[config.mk]
export PLATFORM = sky130hd
export DESIGN_NAME = mem_stage_flat
export DESIGN_NICKNAME = d
export VERILOG_FILES = /design/src/rtl/riscv_pkg.sv /design/src/rtl/mem_stage_if.sv /design/src/rtl/load_store_align.sv /design/src/rtl/register_generic.sv /design/src/rtl/mem_stage.sv /design/src/flat_wrapper.sv
export SDC_FILE = /design/constraint.sdc
export NUM_CORES = 1
export LEC_CHECK = 0
export ABC_AREA = 1
export BUFFER_PORTS_ARGS = -buffer_cell sky130_fd_sc_hd__buf_2
export CELL_PAD_IN_SITES_DETAIL_PLACEMENT = 0
export CELL_PAD_IN_SITES_GLOBAL_PLACEMENT = 1
export CORE_AREA = 2 2 173 175
export CTS_BUF_LIST = sky130_fd_sc_hd__clkbuf_16
export CTS_CLUSTER_SIZE = 24
export DETAILED_ROUTE_END_ITERATION = 12
export DIE_AREA = 0 0 175 177
export HOLD_SLACK_MARGIN = 0.02
export PLACE_DENSITY = 0.86
export SYNTH_ARGS = -nofsm -noshare
export SYNTH_HDL_FRONTEND = slang
export SYNTH_SLANG_ARGS = --single-unit
export TNS_END_PERCENT = 50
[constraint.sdc]
create_clock -name clk -period 3.65 [get_ports clk]
set_input_delay 0.1825 -clock clk [delete_from_list [all_inputs] [get_ports clk]]
set_output_delay 0.1825 -clock clk [all_outputs]
set_load 0.01 [all_outputs]
[src/rtl/riscv_pkg.sv]
// Shared definitions for the memory stage: access-size encodings and the access FSM states.
package riscv_pkg;
    localparam int XLEN = 32;

    localparam logic [2:0] SZ_B  = 3'b000;
    localparam logic [2:0] SZ_H  = 3'b001;
    localparam logic [2:0] SZ_W  = 3'b010;
    localparam logic [2:0] SZ_BU = 3'b100;
    localparam logic [2:0] SZ_HU = 3'b101;

    typedef enum logic [1:0] {
        ST_IDLE = 2'd0,
        ST_REQ  = 2'd1,
        ST_WAIT = 2'd2,
        ST_DONE = 2'd3
    } mem_state_t;
endpackage

[src/rtl/mem_stage_if.sv]
// Data-memory req/gnt/rvalid handshake; the stage is the master, the memory the slave.
interface mem_stage_if #(parameter int N = 32);
    logic         dmem_req;
    logic         dmem_we;
    logic [N-1:0] dmem_addr;
    logic [N-1:0] dmem_wdata;
    logic [3:0]   dmem_be;
    logic         dmem_gnt;
    logic         dmem_rvalid;
    logic [N-1:0] dmem_rdata;

    modport master (
        output dmem_req, dmem_we, dmem_addr, dmem_wdata, dmem_be,
        input  dmem_gnt, dmem_rvalid, dmem_rdata
    );
    modport slave (
        input  dmem_req, dmem_we, dmem_addr, dmem_wdata, dmem_be,
        output dmem_gnt, dmem_rvalid, dmem_rdata
    );
endinterface

[src/rtl/load_store_align.sv]
// Combinational byte-lane steering for stores, load extraction/extension and misalignment detection.
module load_store_align
    import riscv_pkg::*;
(
    input  logic [1:0]  i_addr,
    input  logic [2:0]  i_size,
    input  logic [31:0] i_sdata,
    input  logic [31:0] i_rdata,
    output logic [3:0]  o_be,
    output logic [31:0] o_wdata,
    output logic [31:0] o_ldata,
    output logic        o_misaligned
);
    logic [31:0] w_shift;

    always_comb begin
        w_shift      = i_rdata >> {i_addr, 3'b000};
        o_be         = 4'b1111;
        o_wdata      = i_sdata;
        o_ldata      = w_shift;
        o_misaligned = 1'b0;
        case (i_size)
            SZ_B, SZ_BU: begin
                o_be    = 4'b0001 << i_addr;
                o_wdata = {4{i_sdata[7:0]}};
                o_ldata = (i_size == SZ_B) ? {{24{w_shift[7]}}, w_shift[7:0]}
                                           : {24'h0, w_shift[7:0]};
            end
            SZ_H, SZ_HU: begin
                o_misaligned = i_addr[0];
                o_be         = 4'b0011 << {i_addr[1], 1'b0};
                o_wdata      = {2{i_sdata[15:0]}};
                o_ldata      = (i_size == SZ_H) ? {{16{w_shift[15]}}, w_shift[15:0]}
                                                : {16'h0, w_shift[15:0]};
            end
            // word and any undefined size behave as a full word
            default: o_misaligned = (i_addr != 2'b00);
        endcase
    end
endmodule

[src/rtl/register_generic.sv]
// Enabled pipeline register with synchronous active-high clear; one cycle latency, holds when en=0.
module register_generic #(parameter int N = 32) (
    input  logic         clk,
    input  logic         rst,
    input  logic         en,
    input  logic [N-1:0] d,
    output logic [N-1:0] q
);
    always_ff @(posedge clk) begin
        if (rst)     q <= '0;
        else if (en) q <= d;
    end
endmodule

[src/rtl/mem_stage.sv]
// Memory stage: branch resolution, load/store over req/gnt/rvalid, MEM/WB registers (1-cycle latency).
// Stalls upstream while an access is outstanding; a load finished under regEn=0 is parked in DONE.
module mem_stage
    import riscv_pkg::*;
#(parameter int N = XLEN)
(
    input  logic         clk,
    input  logic         rst,
    input  logic         regEn,
    input  logic [N-1:0] ALUres,
    input  logic [N-1:0] Bout,
    input  logic [N-1:0] NPCbranch,
    input  logic [N-1:0] NPC4in,
    input  logic [N-1:0] ImmIN,
    input  logic         zero,
    input  logic         memRead,
    input  logic         memWrite,
    input  logic [2:0]   memSize,
    input  logic         branch,
    input  logic         jump,
    input  logic         jalr,
    output logic         PCsrc,
    output logic [N-1:0] PCtarget,
    output logic         stall,
    output logic         misalign,
    mem_stage_if.master  mem,
    output logic [N-1:0] ALUout,
    output logic [N-1:0] MEMout,
    output logic [N-1:0] NPC4out,
    output logic [N-1:0] ImmOUT
);
    mem_state_t  r_state, w_state_nxt;
    logic        w_access, w_mis, w_valid, w_wb_en;
    logic [3:0]  w_be;
    logic [31:0] w_wdata, w_ldata, r_ldbuf;
    logic [N-1:0] w_mem_nxt;

    assign PCsrc    = jump | (branch & zero);
    assign PCtarget = jalr ? {ALUres[N-1:1], 1'b0} : NPCbranch;

    load_store_align u_align (
        .i_addr       (ALUres[1:0]),
        .i_size       (memSize),
        .i_sdata      (Bout),
        .i_rdata      (mem.dmem_rdata),
        .o_be         (w_be),
        .o_wdata      (w_wdata),
        .o_ldata      (w_ldata),
        .o_misaligned (w_mis)
    );

    assign w_access       = memRead | memWrite;
    assign w_valid        = w_access & ~w_mis;
    assign mem.dmem_we    = memWrite;
    assign mem.dmem_addr  = {ALUres[N-1:2], 2'b00};
    assign mem.dmem_wdata = w_wdata;
    assign mem.dmem_be    = w_be;

    always_comb begin
        w_state_nxt  = r_state;
        mem.dmem_req = 1'b0;
        stall        = 1'b0;
        misalign     = 1'b0;
        case (r_state)
            ST_IDLE: begin
                mem.dmem_req = w_valid;
                misalign     = w_access & w_mis & regEn;
                if (w_valid) begin
                    stall = ~(mem.dmem_gnt & memWrite);
                    if (!mem.dmem_gnt)  w_state_nxt = ST_REQ;
                    else if (memRead)   w_state_nxt = ST_WAIT;
                end
            end
            ST_REQ: begin
                mem.dmem_req = 1'b1;
                // a store granted here retires now, otherwise IDLE would re-issue it
                stall = ~(mem.dmem_gnt & memWrite);
                if (mem.dmem_gnt) w_state_nxt = memRead ? ST_WAIT : ST_IDLE;
            end
            ST_WAIT: begin
                stall = ~mem.dmem_rvalid;
                if (mem.dmem_rvalid) w_state_nxt = regEn ? ST_IDLE : ST_DONE;
            end
            ST_DONE: begin
                if (regEn) w_state_nxt = ST_IDLE;
            end
            default: w_state_nxt = ST_IDLE;
        endcase
        if (rst) begin
            w_state_nxt  = ST_IDLE;
            mem.dmem_req = 1'b0;
            stall        = 1'b0;
            misalign     = 1'b0;
        end
    end

    always_ff @(posedge clk) begin
        if (rst) begin
            r_state <= ST_IDLE;
            r_ldbuf <= '0;
        end else begin
            r_state <= w_state_nxt;
            if (r_state == ST_WAIT && mem.dmem_rvalid) r_ldbuf <= w_ldata;
        end
    end

    always_comb begin
        w_mem_nxt = '0;
        if (r_state == ST_WAIT && mem.dmem_rvalid) w_mem_nxt = w_ldata;
        else if (r_state == ST_DONE)               w_mem_nxt = r_ldbuf;
    end

    assign w_wb_en = regEn & ~stall;

    register_generic #(.N(N)) u_alu_reg  (.clk(clk), .rst(rst), .en(w_wb_en), .d(ALUres),    .q(ALUout));
    register_generic #(.N(N)) u_mem_reg  (.clk(clk), .rst(rst), .en(w_wb_en), .d(w_mem_nxt), .q(MEMout));
    register_generic #(.N(N)) u_npc4_reg (.clk(clk), .rst(rst), .en(w_wb_en), .d(NPC4in),    .q(NPC4out));
    register_generic #(.N(N)) u_imm_reg  (.clk(clk), .rst(rst), .en(w_wb_en), .d(ImmIN),     .q(ImmOUT));
endmodule

[src/flat_wrapper.sv]
// flat-port wrapper written by rule: the top's interface ports become plain ports
module mem_stage_flat import riscv_pkg::*;
#(parameter int N = XLEN)
  (clk, rst, regEn, ALUres, Bout, NPCbranch, NPC4in, ImmIN, zero, memRead, memWrite, memSize, branch, jump, jalr, PCsrc, PCtarget, stall, misalign, ALUout, MEMout, NPC4out, ImmOUT, mem_dmem_req, mem_dmem_we, mem_dmem_addr, mem_dmem_wdata, mem_dmem_be, mem_dmem_gnt, mem_dmem_rvalid, mem_dmem_rdata);
  mem_stage_if #(.N(N)) mem_i ();
  input  logic clk;
  input  logic rst;
  input  logic regEn;
  input  logic [N-1:0] ALUres;
  input  logic [N-1:0] Bout;
  input  logic [N-1:0] NPCbranch;
  input  logic [N-1:0] NPC4in;
  input  logic [N-1:0] ImmIN;
  input  logic zero;
  input  logic memRead;
  input  logic memWrite;
  input  logic [2:0] memSize;
  input  logic branch;
  input  logic jump;
  input  logic jalr;
  output logic PCsrc;
  output logic [N-1:0] PCtarget;
  output logic stall;
  output logic misalign;
  output logic [N-1:0] ALUout;
  output logic [N-1:0] MEMout;
  output logic [N-1:0] NPC4out;
  output logic [N-1:0] ImmOUT;
  output wire logic [$bits(mem_i.dmem_req)-1:0] mem_dmem_req;
  output wire logic [$bits(mem_i.dmem_we)-1:0] mem_dmem_we;
  output wire logic [$bits(mem_i.dmem_addr)-1:0] mem_dmem_addr;
  output wire logic [$bits(mem_i.dmem_wdata)-1:0] mem_dmem_wdata;
  output wire logic [$bits(mem_i.dmem_be)-1:0] mem_dmem_be;
  input wire logic [$bits(mem_i.dmem_gnt)-1:0] mem_dmem_gnt;
  input wire logic [$bits(mem_i.dmem_rvalid)-1:0] mem_dmem_rvalid;
  input wire logic [$bits(mem_i.dmem_rdata)-1:0] mem_dmem_rdata;
  assign mem_dmem_req = mem_i.dmem_req;
  assign mem_dmem_we = mem_i.dmem_we;
  assign mem_dmem_addr = mem_i.dmem_addr;
  assign mem_dmem_wdata = mem_i.dmem_wdata;
  assign mem_dmem_be = mem_i.dmem_be;
  assign mem_i.dmem_gnt = mem_dmem_gnt;
  assign mem_i.dmem_rvalid = mem_dmem_rvalid;
  assign mem_i.dmem_rdata = mem_dmem_rdata;
  mem_stage #(.N(N)) u_core (.clk(clk), .rst(rst), .regEn(regEn), .ALUres(ALUres), .Bout(Bout), .NPCbranch(NPCbranch), .NPC4in(NPC4in), .ImmIN(ImmIN), .zero(zero), .memRead(memRead), .memWrite(memWrite), .memSize(memSize), .branch(branch), .jump(jump), .jalr(jalr), .PCsrc(PCsrc), .PCtarget(PCtarget), .stall(stall), .misalign(misalign), .mem(mem_i), .ALUout(ALUout), .MEMout(MEMout), .NPC4out(NPC4out), .ImmOUT(ImmOUT));
endmodule
==> results of run 1 <==
worst max-delay path: cells and delay by family, from the launching register on:
family,cells,cell delay [ns]
flip-flops,1,0.48
buffers and inverters,4,0.89
AND/OR/NAND/NOR,3,0.40
cells by family (layout without fill, tap and decap cells):
| family | count (synthesis) | after routing | synth area share (%) |
|---|---|---|---|
| AND/OR/NAND/NOR | 849 | 849 | 39.0 |
| other | 1 | 2 | 0.0434 |
| AO/OA/AOI/OAI | 141 | 141 | 8.54 |
| flip-flops | 162 | 162 | 37.5 |
| buffers and inverters | 269 | 674 | 14.9 |
placed cells by master (no fill, tap or decap), types with 8 or more instances in the layout:
cell and count:
buf_2 435, a21oi_1 121, o21ai_0 8, nand3b_1 9, dfxtp_1 162, nor2_1 259
clkbuf_16 17, nand3_1 99, inv_1 132, o211ai_1 8, buf_4 8, nand2_1 476
dlygate4sd3_1 64
repair_timing:
item	4_1_cts	5_1_grt
endpoints found under the setup margin	0	0
hold endpoints to repair	64	0
hold buffers	64	0
area by class of cell:
cell class | instances | area (um2)
multi-input cells | 992 | 4120
inverters | 136 | 513
well taps | 390 | 488
flip-flops and latches | 162 | 3240
clock inverters | 13 | 138
fillers | 3112 | 17400
repair buffers | 508 | 2900
clock buffers | 17 | 425
stage by stage:
stage          hold WS (ns)  power [uW]
6_report             0.0900        4980
5_1_grt               0.110        5280
4_1_cts              0.0613        5040
3_5_place_dp          0.411        3180
3_3_place_gp          0.404        3170
2_1_floorplan         0.317        2750
state kept, by name, indices dropped and copies added (netlist names):
register	flops
u_core.u_mem_reg.q	32
u_core.u_alu_reg.q	32
u_core.r_ldbuf	32
u_core.u_npc4_reg.q	32
u_core.r_state	2
u_core.u_imm_reg.q	32
per-layer routing:
layer / vias up / global-route usage (%)
met1: 4374 / 24.7
met4: 0 / 6.15
li1: 5082 / -
met5: - / 0
met2: 344 / 30.8
met3: 48 / 4.15
power by group:
| group | switching [uW] | total [uW] | internal, uW |
|---|---|---|---|
| Combinational | 725 | 1200 | 477 |
| Clock | 781 | 1780 | 1000 |
| Sequential | 80.1 | 1990 | 1910 |
| Total | 1590 | 4980 | 3390 |
final timing paths:
kind / cells past startpoint / slack (ns) / end / startpoint
max: 7 / 1.23 / stall / u_core.r_state[0]$_SDFFE_PP0P_
min: 4 / 0.09 / u_core.r_state[0]$_SDFFE_PP0P_ / mem_dmem_gnt
max reg2reg: 6 / 1.32 / u_core.r_ldbuf[23]$_SDFFE_PP0P_ / u_core.r_state[1]$_SDFFE_PP0P_
min reg2reg: 2 / 0.46 / u_core.r_ldbuf[28]$_SDFFE_PP0P_ / u_core.r_ldbuf[28]$_SDFFE_PP0P_
==> results.cfg, run 1 <==
[placed_design]
port_buffers = 436
placed_cell_area_um2 = 10600
place_ws_ns = 0.967
post-dp-hpwl_um = 21300
place_congestion = 0.877
dp_cells = 2124

[floorplanning]
dieWidth_um = 175
floorplan.initialDensity_pct = 29.5
pin_count = 439
rows = 63
dieArea_um2 = 31000
die_h_um = 177
core-area_um2 = 29200

[timing]
worst_pin_slew_ns = 1.10
finalCriticalPeriod_ns = 2.42
layout_setup_ws_ns = 1.23
rsz0062_at_grt = no
max_freq_mhz = 413
skew_ns = 0.0114
post-route-period-util_pct = 66.3
hold_violations = 0
maxSlewViolCount = 0
slew-limit-headroom_pct = 26.6
setup_viol = 0
finalSetupTns_ns = 0

[global_route]
antenna_found_initial = 0
grt_overflow = 0
grt_pass1_wl_um = 46900
grt_max_degree = 163
grt_pass1_vias = 8999
grtUsageTotal_pct = 18.9

[cts]
ctsResizeCount = 0
cts_tree = done
post_cts_buffers = 0
cts_sinks = 162
cts-htree-levels = 4
cts_buffer_depth = 2
clock_tree.root_cell = clkbuf_16
cts.clk_slew.worst_paths_ns = 0.07
clock_latency_ns = 0.44
numCtsBuffers = 17

[critical_path]
path_max_fanout = 42
cp-start-kind = flip-flop
required_ns = 3.47
cpMaxStageDelayCell = dfxtp_1
critPathKind = flip-flop to output pin
crit_path_cell_trace = inv_1, nand3_1, nand2_1, nand2_4, buf_4, inv_1, buf_2
crit_arrival_ns = 2.24
crit_path_end_kind = output pin
slowest_delay_ns = 0.48
cp_common_cell = inv_1

[pwr]
ir_drop_mv = 0.283
power.density_nw_per_um2 = 421
p_leak_uw = 0.00651

[route]
routed_wl_um = 30400
drc_errors = 0
wl_met1_um = 13600
drtIter0Drc = 523
via_per_inst = 4.44
first_pass_iters = 5
wire_per_inst_um = 13.7
top_layer = met4
wl_met3_um = 2010
dr_wl_met2_um = 14200
antenna_left = 0
num_vias = 9848

[yosys]
netlist_top_cells_area = dfxtp_1 38%, nand2_1 21%, nor2_1 11%
yosysTopAreaCellShare_pct = 37.5
yosysTopAreaCell = dfxtp_1
syn_area_per_cell_um2 = 6.08
yosysMostFrequentCell = nand2_1
synth_cells = 1422
synth-seq-cells = 162
synth_warnings = 0
ys_seq_area_share_pct = 37.5
synth_cell_types = 26
syn_area_um2 = 8640
synth_edf_count = 0
async_flop_share_pct = 0
netlist_top_cells_count = 476 x nand2_1, 259 x nor2_1, 162 x dfxtp_1
synthFlopType = dfxtp_1

[cells_and_area]
fin_cells = 2218
postLayoutCellArea_um2 = 11800
finish.utilization_pct = 40.4
antennaDiodeCount = 0
nets = 2023
synthToLayoutAreaGrowth_pct = 36.9
drive_gt1_share_pct = 26.3

[job]
max-cap-violations = 0

[hold_path]
hp-class = primary input to flip-flop

[outcome]
status = complete, no violations
(Power assumes the default switching activity.)
==> run 2: changes to the inputs <==
--- a/config.mk
+++ b/config.mk
@@ -9,13 +9,14 @@
 export BUFFER_PORTS_ARGS = -buffer_cell sky130_fd_sc_hd__buf_2
 export CELL_PAD_IN_SITES_DETAIL_PLACEMENT = 0
 export CELL_PAD_IN_SITES_GLOBAL_PLACEMENT = 1
-export CORE_AREA = 2 2 173 175
+export CORE_ASPECT_RATIO = 1.4
+export CORE_MARGIN = 2
+export CORE_UTILIZATION = 27
 export CTS_BUF_LIST = sky130_fd_sc_hd__clkbuf_16
 export CTS_CLUSTER_SIZE = 24
 export DETAILED_ROUTE_END_ITERATION = 12
-export DIE_AREA = 0 0 175 177
 export HOLD_SLACK_MARGIN = 0.02
-export PLACE_DENSITY = 0.86
+export PLACE_DENSITY = 0.83
 export SYNTH_ARGS = -nofsm -noshare
 export SYNTH_HDL_FRONTEND = slang
 export SYNTH_SLANG_ARGS = --single-unit
==> constraint.sdc (replaced) <==
create_clock -name clk -period 2.05 [get_ports clk]
set_input_delay 0.1025 -clock clk [delete_from_list [all_inputs] [get_ports clk]]
set_output_delay 0.1025 -clock clk [all_outputs]
set_load 0.01 [all_outputs]
==> run 2 against run 1 <==
Combinational power is 87% higher. Wire length is 5.1% higher. Final cell count increased by 1.7%. Clock power up 89%. Largest cell class unchanged.
==> results.cfg, run 2 (synthesized netlist as in run 1, its figures left out) <==
[cts]
cts_tree = done
cts-htree-levels = 4
cts_buffer_depth = 2
cts_sinks = 162
clock_latency_ns = 0.43
numCtsBuffers = 17
clock_tree.root_cell = clkbuf_16
cts.clk_slew.worst_paths_ns = 0.07

[placed_design]
port_buffers = 436
place_congestion = 0.850
post-dp-hpwl_um = 23300
placed_cell_area_um2 = 10800

[floorplanning]
dieArea_um2 = 33500
core-area_um2 = 31600
dieWidth_um = 155
pin_count = 439
rows = 77
die_h_um = 216
floorplan.initialDensity_pct = 27.3

[route]
drc_errors = 0
wire_per_inst_um = 14.2
via_per_inst = 4.40
first_pass_iters = 5
antenna_left = 0
routed_wl_um = 32000
drtIter0Drc = 674
num_vias = 9926

[timing]
finalSetupTns_ns = 0
finalCriticalPeriod_ns = 1.84
worst_pin_slew_ns = 0.688
skew_ns = 0.00872
max_freq_mhz = 542
rsz0062_at_grt = no
post-route-period-util_pct = 90.0
slew-limit-headroom_pct = 54.1
maxSlewViolCount = 0
setup_viol = 0
hold_violations = 0

[global_route]
grt_overflow = 0
grtUsageTotal_pct = 18.3
grt_pass1_wl_um = 48800
antenna_found_initial = 0
grt_max_degree = 129
grt_pass1_vias = 9422

[hold_path]
hp-class = primary input to flip-flop

[cells_and_area]
synthToLayoutAreaGrowth_pct = 41.5
antennaDiodeCount = 0
drive_gt1_share_pct = 26.9
final_common_cell = nand2_1
postLayoutCellArea_um2 = 12200
final_cell_mix = 476 x nand2_1, 435 x buf_2, 259 x nor2_1
nets = 2053

[pwr]
power.density_nw_per_um2 = 749
ir_drop_mv = 0.430
p_leak_uw = 0.00672

[critical_path]
crit_path_cell_trace = inv_1, nand2_1, nand2_1, nand2_1, nand2_4, buf_16, inv_1, buf_2
path_max_fanout = 48
cp_common_cell = nand2_1
cp-start-kind = flip-flop
cpMaxStageDelayCell = dfxtp_2
crit_arrival_ns = 1.74
slowest_delay_ns = 0.37
required_ns = 1.95
critPathKind = flip-flop to output pin
crit_path_end_kind = output pin

[outcome]
status = complete, no violations

[job]
max-cap-violations = 0
[run 2: cell types whose count changed in the layout (fill, tap and decap cells not counted), moves of 2 or more]
cell	delta
buf_4	+13
dlygate4sd3_1	+12
bufinv_16	+2
buf_12	+3
[run 2: layout make-up]
type	count	area [um2]
fillers	3438	19400
flip-flops and latches	162	3240
clock buffers	17	425
clock inverters	15	190
multi-input cells	992	4120
inverters	136	513
well taps	395	494
repair buffers	538	3240
[run 2: metal layers]
metal | routed length (um) | up-vias | GRT usage [%] | share of wire [%]
li1 | - | 5141 | - | -
met1 | 12300 | 4372 | 19.3 | 39
met3 | 1890 | 50 | 3.84 | 5.9
met4 | 936 | 0 | 7.19 | 2.9
met2 | 16800 | 363 | 35.1 | 53
met5 | 0 | - | 0 | 0
[run 2: worst paths after layout]
| kind | startpoint | endpoint | slack, ns | cells after the start |
|---|---|---|---|---|
| hold / removal | ALUres[20] | u_core.u_alu_reg.q[20]$_SDFFE_PP0P_ | 0.04 | 5 |
| setup / recovery | u_core.r_state[0]$_SDFFE_PP0P_ | stall | 0.21 | 8 |
| hold reg to reg | u_core.r_ldbuf[13]$_SDFFE_PP0P_ | u_core.r_ldbuf[13]$_SDFFE_PP0P_ | 0.46 | 2 |
| setup reg to reg | u_core.r_state[1]$_SDFFE_PP0P_ | u_core.u_mem_reg.q[7]$_SDFFE_PP0P_ | 0.27 | 8 |
[run 2: critical path: cells and delay by family (launching register included)]
family                 cells  cell delay [ns]
buffers and inverters      4             0.59
DFF                        1             0.37
and+or+nand+nor            4             0.35
[run 2: through the flow]
step / worst slack [ns] / hold slack, ns / std cells / total power, uW / util [%]
after floorplan: 0.621 / 0.237 / 1423 / 4890 / -
after global placement: 0.167 / 0.325 / 2146 / 5700 / 34.2
after detailed placement: 0.159 / 0.332 / 2146 / 5730 / 34.2
after CTS: 0.0652 / 0.0206 / 2255 / 9290 / 38.7
after global routing: 0.102 / 0.0511 / 2255 / 9690 / 38.7
final: 0.205 / 0.0435 / 2255 / 9160 / 38.7
[run 2: where the power goes]
part	leakage (uW)	total (uW)	internal, uW	switching (uW)
combinational	0.00508	2240	918	1320
clock	0.000301	3360	2030	1330
sequential	0.00134	3550	3410	144
total	0.00672	9160	6360	2800
[run 2: timing repair]
item | in CTS | in global routing
hold buffers | 76 | 0
setup endpoints to repair | 1 | 1
resized for setup | 1 | 1
endpoints found under the hold margin | 76 | 0
buffers inserted | 0 | 0
gates cloned | 1 | 0
